## src/rtl/ex_hazard_ctrl_pkg.sv

```systemverilog
// ---------------------------------------------------------------------------
// ex_hazard_ctrl_pkg
// Shared definitions for the EX-stage hazard / forwarding controller:
//   - forwarding-select encodings driven onto the ALU operand muxes
//   - the per-stage pipe tag carried alongside each in-flight instruction
//   - load/store opcode constants used by the decode side
//   - a helper that resolves one operand's forwarding source
// ---------------------------------------------------------------------------
package ex_hazard_ctrl_pkg;

  // Register address width carried in the pipe tags.
  localparam int TAG_AW = 5;

  // Operand mux selects in front of the ALU.
  localparam logic [1:0] FWD_REG   = 2'b00;  // register file value
  localparam logic [1:0] FWD_EXMEM = 2'b01;  // EX/MEM ALU result
  localparam logic [1:0] FWD_MEMWB = 2'b10;  // MEM/WB writeback value

  // Opcodes the decoder maps onto id_load / id_use_rt.
  localparam logic [5:0] OP_LW = 6'b100011;
  localparam logic [5:0] OP_SW = 6'b101011;

  // Destination tag of an in-flight instruction.
  typedef struct packed {
    logic              valid;
    logic [TAG_AW-1:0] dest;
    logic              regwrite;
    logic              load;
  } pipe_tag_t;

  localparam pipe_tag_t TAG_BUBBLE = '{valid: 1'b0, dest: '0, regwrite: 1'b0, load: 1'b0};

  // Source for one operand of the instruction about to enter EX. The
  // producer now in EX will sit in MEM next cycle (EX/MEM forward); the
  // producer now in MEM will sit in WB (MEM/WB forward). Checking EX first
  // makes the youngest producer win. A load still in EX cannot forward
  // yet; that case is covered by the load-use stall.
  function automatic logic [1:0] fwd_pick(input logic hit_ex, input logic ex_load,
                                          input logic hit_mem);
    logic [1:0] sel;
    sel = FWD_REG;
    if (hit_ex && !ex_load) sel = FWD_EXMEM;
    else if (hit_mem)       sel = FWD_MEMWB;
    return sel;
  endfunction

endpackage

```

## src/rtl/ex_hazard_ctrl_match.sv

```systemverilog
// ---------------------------------------------------------------------------
// hazard_match
// Combinational comparator: does the instruction described by 'tag' write
// register 'reg_addr'? Register zero never matches, since writes to it are
// discarded by the register file.
//   tag      in  pipe tag of one pipeline slot
//   reg_addr in  source register of the instruction in ID
//   hit      out slot produces a value for reg_addr
// ---------------------------------------------------------------------------
module hazard_match
  import ex_hazard_ctrl_pkg::*;
(
  input  pipe_tag_t         tag,
  input  logic [TAG_AW-1:0] reg_addr,
  output logic              hit
);

  assign hit = tag.valid & tag.regwrite & (tag.dest == reg_addr) & (reg_addr != '0);

endmodule

```

## src/rtl/ex_hazard_ctrl.sv

```systemverilog
// ---------------------------------------------------------------------------
// ex_hazard_ctrl
// Hazard and forwarding controller for the EX-stage ALU datapath. Tracks
// the destination tags of the instructions in EX, MEM and WB, and produces
// registered operand forwarding selects, a load-use stall and a branch
// flush. An init window after reset suppresses forwarding and stalls while
// the pipeline fills with PC-init bubbles.
//
// Ports:
//   clk, reset     clock (rising edge), asynchronous active-high reset
//   id_valid       ID holds a real instruction
//   id_rs, id_rt   source registers of the ID instruction
//   id_use_rs/rt   ID instruction actually reads rs / rt
//   id_towrite     destination of the ID instruction
//   id_regwrite    ID instruction writes the register file
//   id_load        ID instruction is a load
//   branch_taken   branch in EX resolved taken
//   fwd_a_sel/b    registered operand selects for the instruction in EX
//   stall_id       hold PC and IF/ID, bubble into EX
//   flush_id       squash the IF/ID instruction
//   ex_bubble      EX slot holds a bubble
//   init_busy      init suppression window active
// ---------------------------------------------------------------------------
module ex_hazard_ctrl
  import ex_hazard_ctrl_pkg::*;
#(
  parameter int REG_AW      = TAG_AW,
  parameter int INIT_CYCLES = 6
) (
  input  logic              clk,
  input  logic              reset,
  input  logic              id_valid,
  input  logic [REG_AW-1:0] id_rs,
  input  logic [REG_AW-1:0] id_rt,
  input  logic              id_use_rs,
  input  logic              id_use_rt,
  input  logic [REG_AW-1:0] id_towrite,
  input  logic              id_regwrite,
  input  logic              id_load,
  input  logic              branch_taken,
  output logic [1:0]        fwd_a_sel,
  output logic [1:0]        fwd_b_sel,
  output logic              stall_id,
  output logic              flush_id,
  output logic              ex_bubble,
  output logic              init_busy
);

  localparam int CNT_W = (INIT_CYCLES > 0) ? $clog2(INIT_CYCLES + 1) : 1;

  logic [CNT_W-1:0] init_cnt;
  pipe_tag_t        ex_tag, mem_tag, wb_tag;
  pipe_tag_t        id_tag;

  logic hit_ex_rs, hit_ex_rt, hit_mem_rs, hit_mem_rt;
  logic load_use, advance;
  logic [1:0] sel_a_next, sel_b_next;

  // Tag comparators: EX/MEM slots against both ID source registers.
  hazard_match u_match_ex_rs  (.tag(ex_tag),  .reg_addr(id_rs), .hit(hit_ex_rs));
  hazard_match u_match_ex_rt  (.tag(ex_tag),  .reg_addr(id_rt), .hit(hit_ex_rt));
  hazard_match u_match_mem_rs (.tag(mem_tag), .reg_addr(id_rs), .hit(hit_mem_rs));
  hazard_match u_match_mem_rt (.tag(mem_tag), .reg_addr(id_rt), .hit(hit_mem_rt));

  assign init_busy = (init_cnt != '0);

  // A load in EX only has its data at the end of MEM, so a consumer right
  // behind it must wait one cycle; after that it picks the value up from WB.
  assign load_use = ex_tag.load & ((id_use_rs & hit_ex_rs) | (id_use_rt & hit_ex_rt));

  // Flush wins over stall: the squashed ID instruction must not hold the PC.
  assign stall_id  = ~init_busy & ~branch_taken & id_valid & load_use;
  assign flush_id  = branch_taken;
  assign advance   = id_valid & ~stall_id & ~branch_taken;
  assign ex_bubble = ~ex_tag.valid;

  // NOTE: every variable assigned in a combinational block gets a default
  // first, so no path leaves it holding its old value (no latch).
  always_comb begin
    id_tag          = TAG_BUBBLE;
    id_tag.valid    = 1'b1;
    id_tag.dest     = id_towrite;
    id_tag.regwrite = id_regwrite;
    id_tag.load     = id_load;
    sel_a_next      = fwd_pick(id_use_rs & hit_ex_rs, ex_tag.load, id_use_rs & hit_mem_rs);
    sel_b_next      = fwd_pick(id_use_rt & hit_ex_rt, ex_tag.load, id_use_rt & hit_mem_rt);
  end

  // NOTE: state uses non-blocking assignments so every register samples the
  // pre-edge values, which makes the EX->MEM->WB shift order-independent.
  always_ff @(posedge clk or posedge reset) begin
    if (reset) begin
      init_cnt  <= CNT_W'(INIT_CYCLES);
      ex_tag    <= TAG_BUBBLE;
      mem_tag   <= TAG_BUBBLE;
      wb_tag    <= TAG_BUBBLE;
      fwd_a_sel <= FWD_REG;
      fwd_b_sel <= FWD_REG;
    end else begin
      if (init_cnt != '0) init_cnt <= init_cnt - 1'b1;

      // MEM->WB and EX->MEM always move; only the ID->EX step can bubble.
      wb_tag  <= mem_tag;
      mem_tag <= ex_tag;
      ex_tag  <= advance ? id_tag : TAG_BUBBLE;

      // Selects travel with the instruction; a bubble carries regfile selects.
      fwd_a_sel <= (advance && !init_busy) ? sel_a_next : FWD_REG;
      fwd_b_sel <= (advance && !init_busy) ? sel_b_next : FWD_REG;
    end
  end

endmodule
```

## config.mk

```make
export PLATFORM = sky130hd
export DESIGN_NAME = ex_hazard_ctrl
export DESIGN_NICKNAME = d
export VERILOG_FILES = /design/src/rtl/ex_hazard_ctrl_pkg.sv /design/src/rtl/ex_hazard_ctrl_match.sv /design/src/rtl/ex_hazard_ctrl.sv
export SDC_FILE = /design/constraint.sdc
export NUM_CORES = 1
export LEC_CHECK = 0
export ABC_CLOCK_PERIOD_IN_PS = 2600
export BUFFER_PORTS_ARGS = -buffer_cell sky130_fd_sc_hd__buf_2
export CAP_MARGIN = 20
export CORE_MARGIN = 2
export CORE_UTILIZATION = 54
export CTS_CLUSTER_DIAMETER = 30
export DETAILED_ROUTE_END_ITERATION = 7
export GPL_ROUTABILITY_DRIVEN = 0
export PLACE_DENSITY = 0.83
export SYNTH_ARGS = -nofsm -noshare
export SYNTH_HDL_FRONTEND = slang
export SYNTH_SLANG_ARGS = --single-unit
```

## constraint.sdc

```tcl
create_clock -name clk -period 2.6 [get_ports clk]
set_input_delay 0.13 -clock clk [delete_from_list [all_inputs] [get_ports clk]]
set_output_delay 0.13 -clock clk [all_outputs]
set_load 0.01 [all_outputs]
```

# Word level (Yosys, flattened, before mapping)
# Cells that the tools add are included.
# totals
ff_bits	22
latchBits	0
ram_bits	0
romBits	0
inputBits	23
elab_cells	55
mem_count	0
# op_classes
add_sub_neg	1
mul	0
n_div	0
n_lt_le_gt_ge	0
eq_ne	4
shifts	0
muxes	7
bitwise	25
n_reduce_logical	8
# ops
operator	n
1-bit AND	20
5-bit equality test	4
2-bit 2-to-1 mux	6
5-bit nonzero test	2
8-bit 2-to-1 mux	1
1-bit inverter	4
1-bit logical AND	3
3-bit nonzero test	1
3-bit by 1-bit subtractor with 3-bit output (second input constant)	1
1-bit logical NOT	2
1-bit OR	1

# Logic depth before layout (Yosys ltp)
# Gate-level depths: netlist of the first run.
# depth
word_depth	12
depth_mapped	7

# Hierarchy
# From an unflattened synthesis of the first run, not the netlist that was laid out.
# unflattened
cells_unflattened	109
area_unflattened_um2	1233.7
# by_module_without_submodules
module	instances	cells_each	area_per_inst_um2
ex_hazard_ctrl	1	69	928.4
hazard_match	4	10	76.3

# Worst setup path before layout of the first run
# OpenSTA, ideal clock, no wires.
# synth_path
kind	register -> register
from	reg ex_tag[6] (netlist name)
to	reg fwd_a_sel[1]
arrival_ns	1.404
slack_ns	1.057
stages_incl_launch_ff	6
n_path_buf	0
synth_period_minus_slack_ns	1.543
cell_sequence	dfrtp_1 > xnor2_1 > and4_1 > nand4_4 > a211oi_4 > nor3_1
# synth_via
elab_chain_len	12
word_cells_on_any_way	18
cone_classes	eq/ne: 2; mux: 2; bitwise: 12; reduce/logical: 2
# synth_rtl
element	line_no	source
start: declaration	ex_hazard_ctrl.sv:52	pipe_tag_t ex_tag, mem_tag, wb_tag;
start signal: assignment	ex_hazard_ctrl.sv:105	ex_tag <= advance ? id_tag : TAG_BUBBLE;
5-bit equality test	ex_hazard_ctrl_match.sv:18	assign hit = tag.valid & tag.regwrite & (tag.dest == reg_addr) & (reg_addr != '0);
1-bit AND (2 in series)	ex_hazard_ctrl_match.sv:18	
1-bit AND, on equally long branches	ex_hazard_ctrl.sv:69, ex_hazard_ctrl.sv:85	
1-bit OR	ex_hazard_ctrl.sv:69	assign load_use = ex_tag.load & ((id_use_rs & hit_ex_rs) | (id_use_rt & hit_ex_rt));
1-bit AND	ex_hazard_ctrl.sv:69	
1-bit AND	ex_hazard_ctrl.sv:72	assign stall_id = ~init_busy & ~branch_taken & id_valid & load_use;
1-bit inverter	ex_hazard_ctrl.sv:74	assign advance = id_valid & ~stall_id & ~branch_taken;
1-bit AND (2 in series)	ex_hazard_ctrl.sv:74	
1-bit logical AND	ex_hazard_ctrl.sv:108	fwd_a_sel <= (advance && !init_busy) ? sel_a_next : FWD_REG;
2-bit 2-to-1 mux *	ex_hazard_ctrl.sv:108	
end signal: assignment	ex_hazard_ctrl.sv:108	
end: declaration	ex_hazard_ctrl.sv:41	output logic [1:0] fwd_a_sel,
# Every way passes the cells marked *; elsewhere a longest branch is shown, timed or not.
# A chain may end at the register's enable or synchronous reset.

# Final worst setup path of the first run
# layout_path
from	reg init_cnt[0]
to	out stall_id
# layout_via
elab_chain_len	5
# layout_rtl
element	line_no	source
start: declaration	ex_hazard_ctrl.sv:51	logic [CNT_W-1:0] init_cnt;
start signal: assignment	ex_hazard_ctrl.sv:93	init_cnt <= CNT_W'(INIT_CYCLES);
start signal: assignment	ex_hazard_ctrl.sv:100	if (init_cnt != '0) init_cnt <= init_cnt - 1'b1;
3-bit nonzero test	ex_hazard_ctrl.sv:65	assign init_busy = (init_cnt != '0);
1-bit inverter	ex_hazard_ctrl.sv:72	
1-bit AND (3 in series)	ex_hazard_ctrl.sv:72	
end: declaration	ex_hazard_ctrl.sv:43	output logic stall_id,
# No other way between the ends.

==> flow_summary.yaml, run 1 <==
run_status:
  outcome: "completed"
synthesis:
  yosysTopAreaCellShare_pct: 45.45
  synth_edf_count: 0
  yosysUniqueCellTypes: 26
  avgSynthCellArea_um2: 10.29
  synth_most_common_cell: "dfrtp_1"
  netlist_top_cells_area: "dfrtp_1, xor2_1, xnor2_1, nor2_1, dfstp_2"
  synth_area_um2: 1101
  synth_nets: 132
  ys_seq_area_share_pct: 50.23
  ys_warn_count: 0
  async_reset_ff_share_pct: 100.0
  ys_top_cells_by_count: "dfrtp_1, nor2_1, xor2_1"
  netlist_instances: 107
  ys.flop_type: "dfrtp_1"
  synth_top_area_cell: "dfrtp_1"
  ys_ff_latch: 22
flow_run:
  cap_violations: 0
power_and_ir_drop:
  intPower_w: 0.0004465
  power.switching_w: 0.0001507
  power.leakage_nw: 0.6533
  peakVddDrop_v: 0.0003693
  power_frac_seq_pct: 60.4
  p_clk_share_pct: 26.4
  switching_share_pct: 25.24
  power_density_nw_per_um2: 456.3
  power.share.combinational_pct: 13.1
worst_hold_path:
  hold_class: "input pin to register"
  hold_depth: 3
finish:
  n_antenna_cell: 0
  drive_gt1_share_pct: 28.57
  fin_util_pct: 67.40
  syn2layout_area_growth_pct: 18.86
  finish.instance_area_um2: 1309
  nets: 166
timing:
  setup_slack_ns: 0.6081
  slew_headroom_pct: 47.66
  finalHoldViolCount: 0
  maxSlewViolCount: 0
  whs_ns: 0.007968
  fin_crit_sh_pct: 76.61
  tns_ns: 0
  finClkSkew_ns: 0.005799
  finalSetupViolCount: 0
  max_freq_mhz: 502.0
  grt_setup_unrepaired: "no"
  finalCriticalPeriod_ns: 1.992
  worst_slew_pin_slew_ns: 0.7842
global_routing:
  grt_pass1_vias: 886
  grt_max_degree: 23
  gr-total-overflow: 0
  grt.total_usage_pct: 21.38
  grt_pass1_wl_um: 3795
  grt_antenna_before_repair: 0
drt:
  dr.pass1.iters: 5
  first_iter_violations: 21
  top_layer_used: "met4"
  wl_met2_um: 1130
  via_per_inst: 5.329
  vias: 890
  dr_wl_met3_um: 192
  drt-wirelength-per-cell_um: 13.78
  drtAntennaViolNets: 0
  routed_wirelength_um: 2301
  wl_met1_um: 860
  drc: 0
place:
  hpwl_um: 1910
  io_buffers: 30
  post_dp_cell_area_um2: 1272
  dp_slack_ns: 0.8220
cts:
  cts_htree_levels: 1
  cts_sinks: 22
  clockBufferDepth: 2
  cts_root_buffer: "clkbuf_4"
  cts_resized: 0
  clk_pin_slew_ns: 0.11
  cts_tree: "yes"
  cts_buffers: 3
  clock_latency_ns: 0.31
  post_cts_buffers: 0
critical_path:
  cp-start-kind: "register"
  r2r_cells: 5
  critPathKind: "register to output pin"
  required_ns: 2.47
  crit_arrival_ns: 1.86
  crit_path_end_kind: "output pin"
  critPathMaxFanout: 6
floorplanning:
  core.rowCount: 16
  fp.dieW_um: 49.16
  fp.dieH_um: 49.16
  die_area_um2: 2416
  coreArea_um2: 1942
  io_pins: 31
  start_util_pct: 56.70
[path summary, 6_finish.rpt]
check | slack, ns | startpoint | endpoint
min | 0.008 | id_towrite[4] | ex_tag[6]$_DFF_PP0_
max in group asynchronous | 1.61 | reset | mem_tag[4]$_DFF_PP0_
max reg2reg | 0.80 | ex_tag[6]$_DFF_PP0_ | fwd_b_sel[1]$_DFF_PP0_
min reg2reg | 0.45 | ex_tag[4]$_DFF_PP0_ | mem_tag[4]$_DFF_PP0_
max | 0.61 | init_cnt[0]$_DFFE_PP0P_ | stall_id
min in group asynchronous | 0.50 | reset | mem_tag[5]$_DFF_PP0_
[power groups by stage]
stage	Sequential (W)	Combinational, W	Clock [W]
CTS	0.000361	0.0000793	0.000161
floorplan	0.000364	0.0000453	0
detailed placement	0.000367	0.0000779	0
global placement	0.000366	0.0000738	0
global route	0.000362	0.0000882	0.000175
finish	0.000361	0.0000785	0.000158
[final cells by class]
type | instances | area (um^2)
multi-input cells | 78 | 516.7
inverters | 5 | 18.77
well taps | 27 | 33.78
flip-flops and latches | 22 | 553.0
clock buffers | 4 | 26.28
repair buffers | 31 | 160.2
fillers | 158 | 633.1
[worst max-delay path, cell delays in order (launching register included)]
cell and delay [ns]:
dfrtp_1 0.37, inv_1 0.12, ha_1 0.20, nand2b_1 0.20, nor2_1 0.26, nand2_1 0.09, a21oi_1 0.15, buf_2 0.16
[through the flow]
stage	total power (W)	instances
after CTS	0.0006010	167
after detailed placement	0.0004453	162
after global placement	0.0004403	162
final	0.0005972	167
after floorplan	0.0004096	107
after global routing	0.0006254	167
[cell usage in the layout (no fill, tap or decap), drive strengths merged, types with 2 or more instances in the layout]
cell type / synthesis / layout
a21oi: 2 / 2
buf: 2 / 30
clkbuf: 0 / 4
dfrtp: 20 / 20
dfstp: 2 / 2
ha: 2 / 2
inv: 5 / 5
nand2: 10 / 10
nand2b: 2 / 2
nand3: 6 / 6
nand4: 2 / 2
nor2: 18 / 18
nor3: 4 / 4
o21ai: 2 / 2
xnor2: 9 / 9
xor2: 12 / 12
[flip-flops by register name (all words and copies together), names as in the netlist]
register   count
ex_tag         8
fwd_a_sel      2
fwd_b_sel      2
init_cnt       3
mem_tag        7
[per-layer routing]
metal  global-route usage, %  vias up
li1                        -      414
met5                       0        -
met4                   11.90        0
met2                   35.59       57
met1                   24.17      400
met3                   6.748       19
[logic make-up after synthesis]
kind of cell	Yosys count	share of synthesized area, %
and+or+nand+nor	47	21.82
muxes	1	1.023
adders and majority gates	2	2.272
buffers and inverters	7	2.841
xor gates and xnor gates	21	16.70
AOI/OAI and AO/OA	7	5.114
DFF	22	50.23
[timing repair]
item | 4_1_cts | 5_1_grt
endpoints found under the hold margin | 20 | 0
setup endpoints to repair | 0 | 0
hold buffers | 1 | 0
No activity file was read; power rests on OpenSTA's default activity.
==> run 2: changes to the inputs <==
--- a/config.mk
+++ b/config.mk
@@ -5,15 +5,16 @@
 export SDC_FILE = /design/constraint.sdc
 export NUM_CORES = 1
 export LEC_CHECK = 0
-export ABC_CLOCK_PERIOD_IN_PS = 2600
+export ABC_AREA = 1
+export ABC_CLOCK_PERIOD_IN_PS = 1900
 export BUFFER_PORTS_ARGS = -buffer_cell sky130_fd_sc_hd__buf_2
 export CAP_MARGIN = 20
 export CORE_MARGIN = 2
-export CORE_UTILIZATION = 54
+export CORE_UTILIZATION = 51
 export CTS_CLUSTER_DIAMETER = 30
 export DETAILED_ROUTE_END_ITERATION = 7
 export GPL_ROUTABILITY_DRIVEN = 0
-export PLACE_DENSITY = 0.83
+export PLACE_DENSITY = 0.79
 export SYNTH_ARGS = -nofsm -noshare
 export SYNTH_HDL_FRONTEND = slang
 export SYNTH_SLANG_ARGS = --single-unit
==> constraint.sdc (replaced) <==
create_clock -name clk -period 1.9 [get_ports clk]
set_input_delay 0.095 -clock clk [delete_from_list [all_inputs] [get_ports clk]]
set_output_delay 0.095 -clock clk [all_outputs]
set_load 0.01 [all_outputs]
==> run 2 against run 1 <==
- sequential share of layout area shrank 3.6 points
- largest cell class unchanged
- hold slack gained 0.0034 ns
- sequential power grew 36%
==> flow_summary.yaml, run 2 <==
global_routing:
  grt.busiest_layer: "met2"
  grt_pass1_vias: 1007
  grt_pass1_wl_um: 4015
  globalRouteMet2Util_pct: 36.71
  grt.total_usage_pct: 20.06
  grt_max_degree: 23
  gr-total-overflow: 0
  grt_antenna_before_repair: 0
  met1_usage_pct: 25.00
  use_met3_pct: 2.011
synthesis:
  ys_seq_area_share_pct: 47.37
  synth_nets: 174
  async_reset_ff_share_pct: 100.0
  synth_top_family_by_area: "simple AND/OR/NAND/NOR gates"
  netlist_top_cells_area: "dfrtp_1, nand2_1, inv_1, nor2_1, xnor2_1"
  synth.mux.area_fraction_pct: 0
  synth_top_area_cell: "dfrtp_1"
  netlist_instances: 149
  ys_warn_count: 0
  synth_area_um2: 1167
  ys_ff_latch: 22
  yosysUniqueCellTypes: 21
  ys_top_cells_by_count: "nand2_1, inv_1, nor2_1"
  yosysTopAreaCellShare_pct: 42.87
  avgSynthCellArea_um2: 7.835
  ys.flop_type: "dfrtp_1"
  synth_most_common_cell: "nand2_1"
  synth_edf_count: 0
  synth_fa_ha_area_share_pct: 2.144
  synth-xor-area-share_pct: 10.50
  yosys.area_share.simple_pct: 25.94
  synth_compound_area_share_pct: 3.751
power_and_ir_drop:
  fin_total_pwr_w: 0.0008197
  power.leakage_nw: 0.7868
  peakVddDrop_v: 0.0004168
  power_density_nw_per_um2: 572.7
cts:
  cts_sinks: 22
  clock_latency_ns: 0.29
  cts_tree: "yes"
  post_cts_buffers: 0
  cts_htree_levels: 1
  clk_pin_slew_ns: 0.11
  cts_root_buffer: "clkbuf_4"
  clockBufferDepth: 2
  cts_buffers: 3
finish:
  nets: 213
  layout_common_cells: "nand2_1, inv_1, buf_2"
  stdcell_count: 215
  finish.instance_area_um2: 1431
  fillers: 201
  n_antenna_cell: 0
  regMostFlops: "ex_tag"
  syn2layout_area_growth_pct: 22.61
  drive_gt1_share_pct: 22.46
  multi_input_area_um2: 504.2
  mostFrequentLayoutCell: "nand2_1"
  largest_reg_flops: 8
  area.sequential_um2: 553.0
  reg_top3: "ex_tag x8, mem_tag x7, init_cnt x3"
critical_path:
  cp-start-kind: "register"
  crit_top_cell: "inv_1"
  r2r-start: "init_cnt[1]$_DFFE_PP1P_"
  path_cells: "inv_1, ha_1, inv_1, nor2_4, nand2_2, nor2_2, nand2_2, inv_1, buf_2"
  required_ns: 1.80
  r2r_cells: 9
  r2r_end: "ex_tag[4]$_DFF_PP0_"
  critPathKind: "register to output pin"
  crit_family: "flip-flops"
  crit_path_end_kind: "output pin"
  cpMaxStageDelayCell: "dfstp_2"
  crit_arrival_ns: 1.60
  critPathMaxFanout: 6
  crit_buf_inv: 4
  critPathMaxStageDelay_ns: 0.55
  r2r_slack_ns: 0.49
timing:
  finalHoldViolCount: 0
  finalSetupViolCount: 0
  fin_crit_sh_pct: 89.27
  worst_slew_pin_slew_ns: 0.8031
  tns_ns: 0
  finalCriticalPeriod_ns: 1.696
  grt_setup_unrepaired: "no"
  maxSlewViolCount: 0
  slew_headroom_pct: 46.40
  finClkSkew_ns: 0.006365
  max_freq_mhz: 589.6
place:
  hpwl_um: 1903
  dp.cells: 206
  post_dp_cell_area_um2: 1345
  io_buffers: 30
floorplanning:
  core.rowCount: 17
  fp.dieH_um: 51.85
  start_util_pct: 53.28
  fp.dieW_um: 51.85
  die_area_um2: 2688
  io_pins: 31
  coreArea_um2: 2191
drt:
  routed_wirelength_um: 2341
  drt-wirelength-per-cell_um: 10.89
  drtAntennaViolNets: 0
  via_per_inst: 4.530
  dr.pass1.iters: 5
  vias: 974
  drc: 0
  first_iter_violations: 23
worst_hold_path:
  hold_class: "input pin to register"
  holdPathEnd: "ex_tag[5]$_DFF_PP0_"
  hold_depth: 3
  min_from: "id_towrite[3]"
run_status:
  outcome: "completed"
flow_run:
  cap_violations: 0
## run 2: cell count changes in the layout (fill, tap and decap cells not counted), moves of 2 or more
cell	delta
nand2_2	+2
o211ai_1	+2
dlygate4sd3_1	+4
nand3_1	-5
xor2_1	-10
nor2_2	+3
nor2_1	+9
nand4_1	+2
xnor2_1	+3
nor3_1	-3
nand2b_1	-2
nand2_1	+24
inv_1	+25
## run 2: kinds of logic after synthesis
logic type                 count (synthesis)
AOI/OAI and AO/OA                          7
xor gates and xnor gates                  14
adders and majority gates                  2
buffers and inverters                     31
DFF                                       22
and+or+nand+nor                           73
## run 2: final cells by class
cell class / instances / share of cell area [%]
flip-flops and latches: 22 / 38.64
multi-input cells: 96 / 35.23
repair buffers: 35 / 13.99
inverters: 30 / 7.867
well taps: 28 / 2.448
clock buffers: 4 / 1.836
## run 2: worst max-delay path by stage
stage	from	end	slack, ns	cells past startpoint
after floorplan	init_cnt[0]$_DFFE_PP0P_	ex_tag[0]$_DFF_PP0_	0.55	9
after global placement	init_cnt[0]$_DFFE_PP0P_	ex_tag[5]$_DFF_PP0_	0.49	9
after detailed placement	init_cnt[0]$_DFFE_PP0P_	ex_tag[4]$_DFF_PP0_	0.38	9
after CTS	init_cnt[0]$_DFFE_PP0P_	stall_id	0.09	9
after global routing	init_cnt[1]$_DFFE_PP1P_	stall_id	0.05	9
final	init_cnt[1]$_DFFE_PP1P_	stall_id	0.20	9
## run 2: worst reg2reg max path, cell delays in order, from the launching register on
cell	delay [ns]
dfstp_2	0.55
inv_1	0.06
ha_1	0.17
inv_1	0.09
nor2_4	0.06
nand2_2	0.09
nor2_2	0.04
nand2_2	0.09
nand2_4	0.09
nor2_1	0.12
## run 2: repair_timing
item                                    in CTS  in global routing
resized for setup                            0                  3
hold buffers                                 5                  0
hold endpoints to repair                    24                  0
endpoints found under the setup margin       0                  1
## run 2: power by group
part           internal (W)  total, W  switching (W)
clock             0.0000814  0.000204       0.000123
sequential         0.000481  0.000492      0.0000113
combinational     0.0000557  0.000123      0.0000674
total              0.000618  0.000820       0.000202
## run 2: through the flow
step                      util (%)  hold WS [ns]  setup slack [ns]
final                        65.33       0.01137            0.2039
after global routing         65.33     0.0006078           0.05134
after CTS                    64.88      0.006520           0.08523
after detailed placement     61.39        0.2816            0.3831
after global placement       61.39        0.2698            0.4909
after floorplan                  -       0.08274            0.5500
## run 2: layer usage
layer / up-vias / part of all wire, %
met5: - / 0
li1: 512 / -
met1: 445 / 45
met4: 0 / 0.73
met3: 2 / 3.3
met2: 15 / 51
==> run 3: changes to the inputs <==
--- a/config.mk
+++ b/config.mk
@@ -14,7 +14,9 @@
 export CTS_CLUSTER_DIAMETER = 30
 export DETAILED_ROUTE_END_ITERATION = 7
 export GPL_ROUTABILITY_DRIVEN = 0
+export MAX_ROUTING_LAYER = met4
 export PLACE_DENSITY = 0.79
+export SETUP_SLACK_MARGIN = 0.1
 export SYNTH_ARGS = -nofsm -noshare
 export SYNTH_HDL_FRONTEND = slang
 export SYNTH_SLANG_ARGS = --single-unit
==> run 3 against run 2 <==
- combinational power about the same
- clock power about the same
- global-route usage up 0.53 points
- first-iteration DRC count up 13%
- final cell count up 1.4%
- clock skew about the same
- hold slack worse by 0.0036 ns
- count of clock-buffer cells in the layout unchanged
- die area unchanged
- cell area up 2.1%
- largest power group unchanged
- highest routed layer unchanged
==> flow_summary.yaml, run 3 (synthesis results as in run 2) <==
finish:
  nets: 216
  finish.instance_area_um2: 1461
  regMostFlops: "ex_tag"
  multi_input_area_um2: 511.7
  syn2layout_area_growth_pct: 25.19
  drive_gt1_share_pct: 24.74
  fin_util_pct: 66.70
  layout_common_cells: "nand2_1, buf_2, inv_1"
  n_antenna_cell: 0
  mostFrequentLayoutCell: "nand2_1"
  area.sequential_um2: 553.0
  fillers: 193
  largest_reg_flops: 8
  reg_top3: "ex_tag x8, mem_tag x7, init_cnt x3"
critical_path:
  crit_family: "flip-flops"
  crit_buf_inv: 4
  r2r-start: "init_cnt[1]$_DFFE_PP1P_"
  r2r_slack_ns: 0.43
  crit_path_end_kind: "output pin"
  cpMaxStageDelayCell: "dfstp_2"
  r2r_cells: 10
  path_cells: "inv_1, ha_1, inv_2, nor2_4, nand2_2, nor2_2, nand2_2, inv_1, buf_2"
  crit_end: "stall_id"
  crit_arrival_ns: 1.55
  cp-startpoint: "init_cnt[1]$_DFFE_PP1P_"
  required_ns: 1.80
  critPathKind: "register to output pin"
  cp-start-kind: "register"
  critPathMaxFanout: 4
  r2r_end: "ex_tag[4]$_DFF_PP0_"
  crit_cells: 9
  critPathMaxStageDelay_ns: 0.55
place:
  post_dp_cell_area_um2: 1345
  hpwl_um: 1903
  io_buffers: 30
power_and_ir_drop:
  power.leakage_nw: 0.8019
  peakVddDrop_v: 0.0004393
  power_density_nw_per_um2: 563.2
  fin_total_pwr_w: 0.0008230
floorplanning:
  die_area_um2: 2688
  start_util_pct: 53.28
  coreArea_um2: 2191
  fp.dieW_um: 51.85
  fp.dieH_um: 51.85
  io_pins: 31
  core.rowCount: 17
timing:
  finalHoldViolCount: 0
  fin_crit_sh_pct: 86.61
  maxSlewViolCount: 0
  tns_ns: 0
  grt_setup_unrepaired: "no"
  worst_slew_pin_slew_ns: 0.8008
  finalSetupViolCount: 0
  finalCriticalPeriod_ns: 1.646
  max_freq_mhz: 607.7
  finClkSkew_ns: 0.006401
  slew_headroom_pct: 46.56
cts:
  cts_sinks: 22
  cts_tree: "yes"
  cts_htree_levels: 1
  clk_pin_slew_ns: 0.11
  cts_buffers: 3
  cts_root_buffer: "clkbuf_4"
  clock_latency_ns: 0.29
  clockBufferDepth: 2
drt:
  drtAntennaViolNets: 0
  routed_wirelength_um: 2394
  drc: 0
  drt-wirelength-per-cell_um: 10.98
  via_per_inst: 4.555
  vias: 993
  first_iter_violations: 26
  dr.pass1.iters: 4
global_routing:
  grt.total_usage_pct: 20.60
  grt_pass1_vias: 1009
  grt_max_degree: 23
  gr-total-overflow: 0
  grt_pass1_wl_um: 4015
  grt_antenna_before_repair: 0
flow_run:
  cap_violations: 0
worst_hold_path:
  hold_class: "input pin to register"
  hold_depth: 3
run_status:
  outcome: "completed"
## run 3: cell count changes in the layout (fill, tap and decap cells not counted), sizes merged
cell / change
buf: +3
## run 3: layout make-up
| type | count | share of cell area, % |
|---|---|---|
| inverters | 30 | 7.705 |
| well taps | 28 | 2.397 |
| repair buffers | 38 | 15.24 |
| flip-flops and latches | 22 | 37.84 |
| clock buffers | 4 | 1.798 |
| multi-input cells | 96 | 35.02 |
## run 3: tightest hold or removal path, cell delays in order
cell,delay [ns]
buf_2,0.10
inv_1,0.04
nor2_1,0.04
## run 3: where the power goes
group | leakage (nW) | internal (W) | switching (W)
clock network | 0.0150 | 0.0000814 | 0.000124
logic | 0.496 | 0.0000568 | 0.0000681
registers | 0.291 | 0.000481 | 0.0000115
## run 3: through the flow
step / setup slack, ns / hold WS [ns] / cells
floorplan: 0.5500 / 0.08274 / 149
global placement: 0.4909 / 0.2698 / 206
detailed placement: 0.3831 / 0.2816 / 206
CTS: 0.1368 / 0.006520 / 215
global route: 0.1327 / 0.0006078 / 218
finish: 0.2544 / 0.007757 / 218
## run 3: how the worst min path moves through the flow
stage | start | endpoint | slack, ns
3_5_place_dp | reset | init_cnt[0]$_DFFE_PP0P_ | 0.28
3_3_place_gp | reset | init_cnt[0]$_DFFE_PP0P_ | 0.27
4_1_cts | id_towrite[3] | ex_tag[5]$_DFF_PP0_ | 0.007
2_1_floorplan | reset | ex_tag[0]$_DFF_PP0_ | 0.08
5_1_grt | id_towrite[3] | ex_tag[5]$_DFF_PP0_ | 0.0006
6_report | id_towrite[3] | ex_tag[5]$_DFF_PP0_ | 0.008
## run 3: repair_timing
| action | 4_1_cts | 5_1_grt |
|---|---|---|
| pin swaps | 0 | 2 |
| gates resized for setup | 1 | 4 |
| hold endpoints to repair | 24 | 0 |
| endpoints found under the setup margin | 1 | 1 |
| buffers inserted | 0 | 3 |
| hold buffers | 5 | 0 |
## run 3: per-layer routing
layer / vias up / GRT usage [%] / wire length [um]
li1: 516 / - / -
met4: 0 / 5.263 / 17
met5: - / - / 0
met2: 25 / 36.71 / 1217
met3: 2 / 1.724 / 84
met1: 450 / 25.19 / 1075
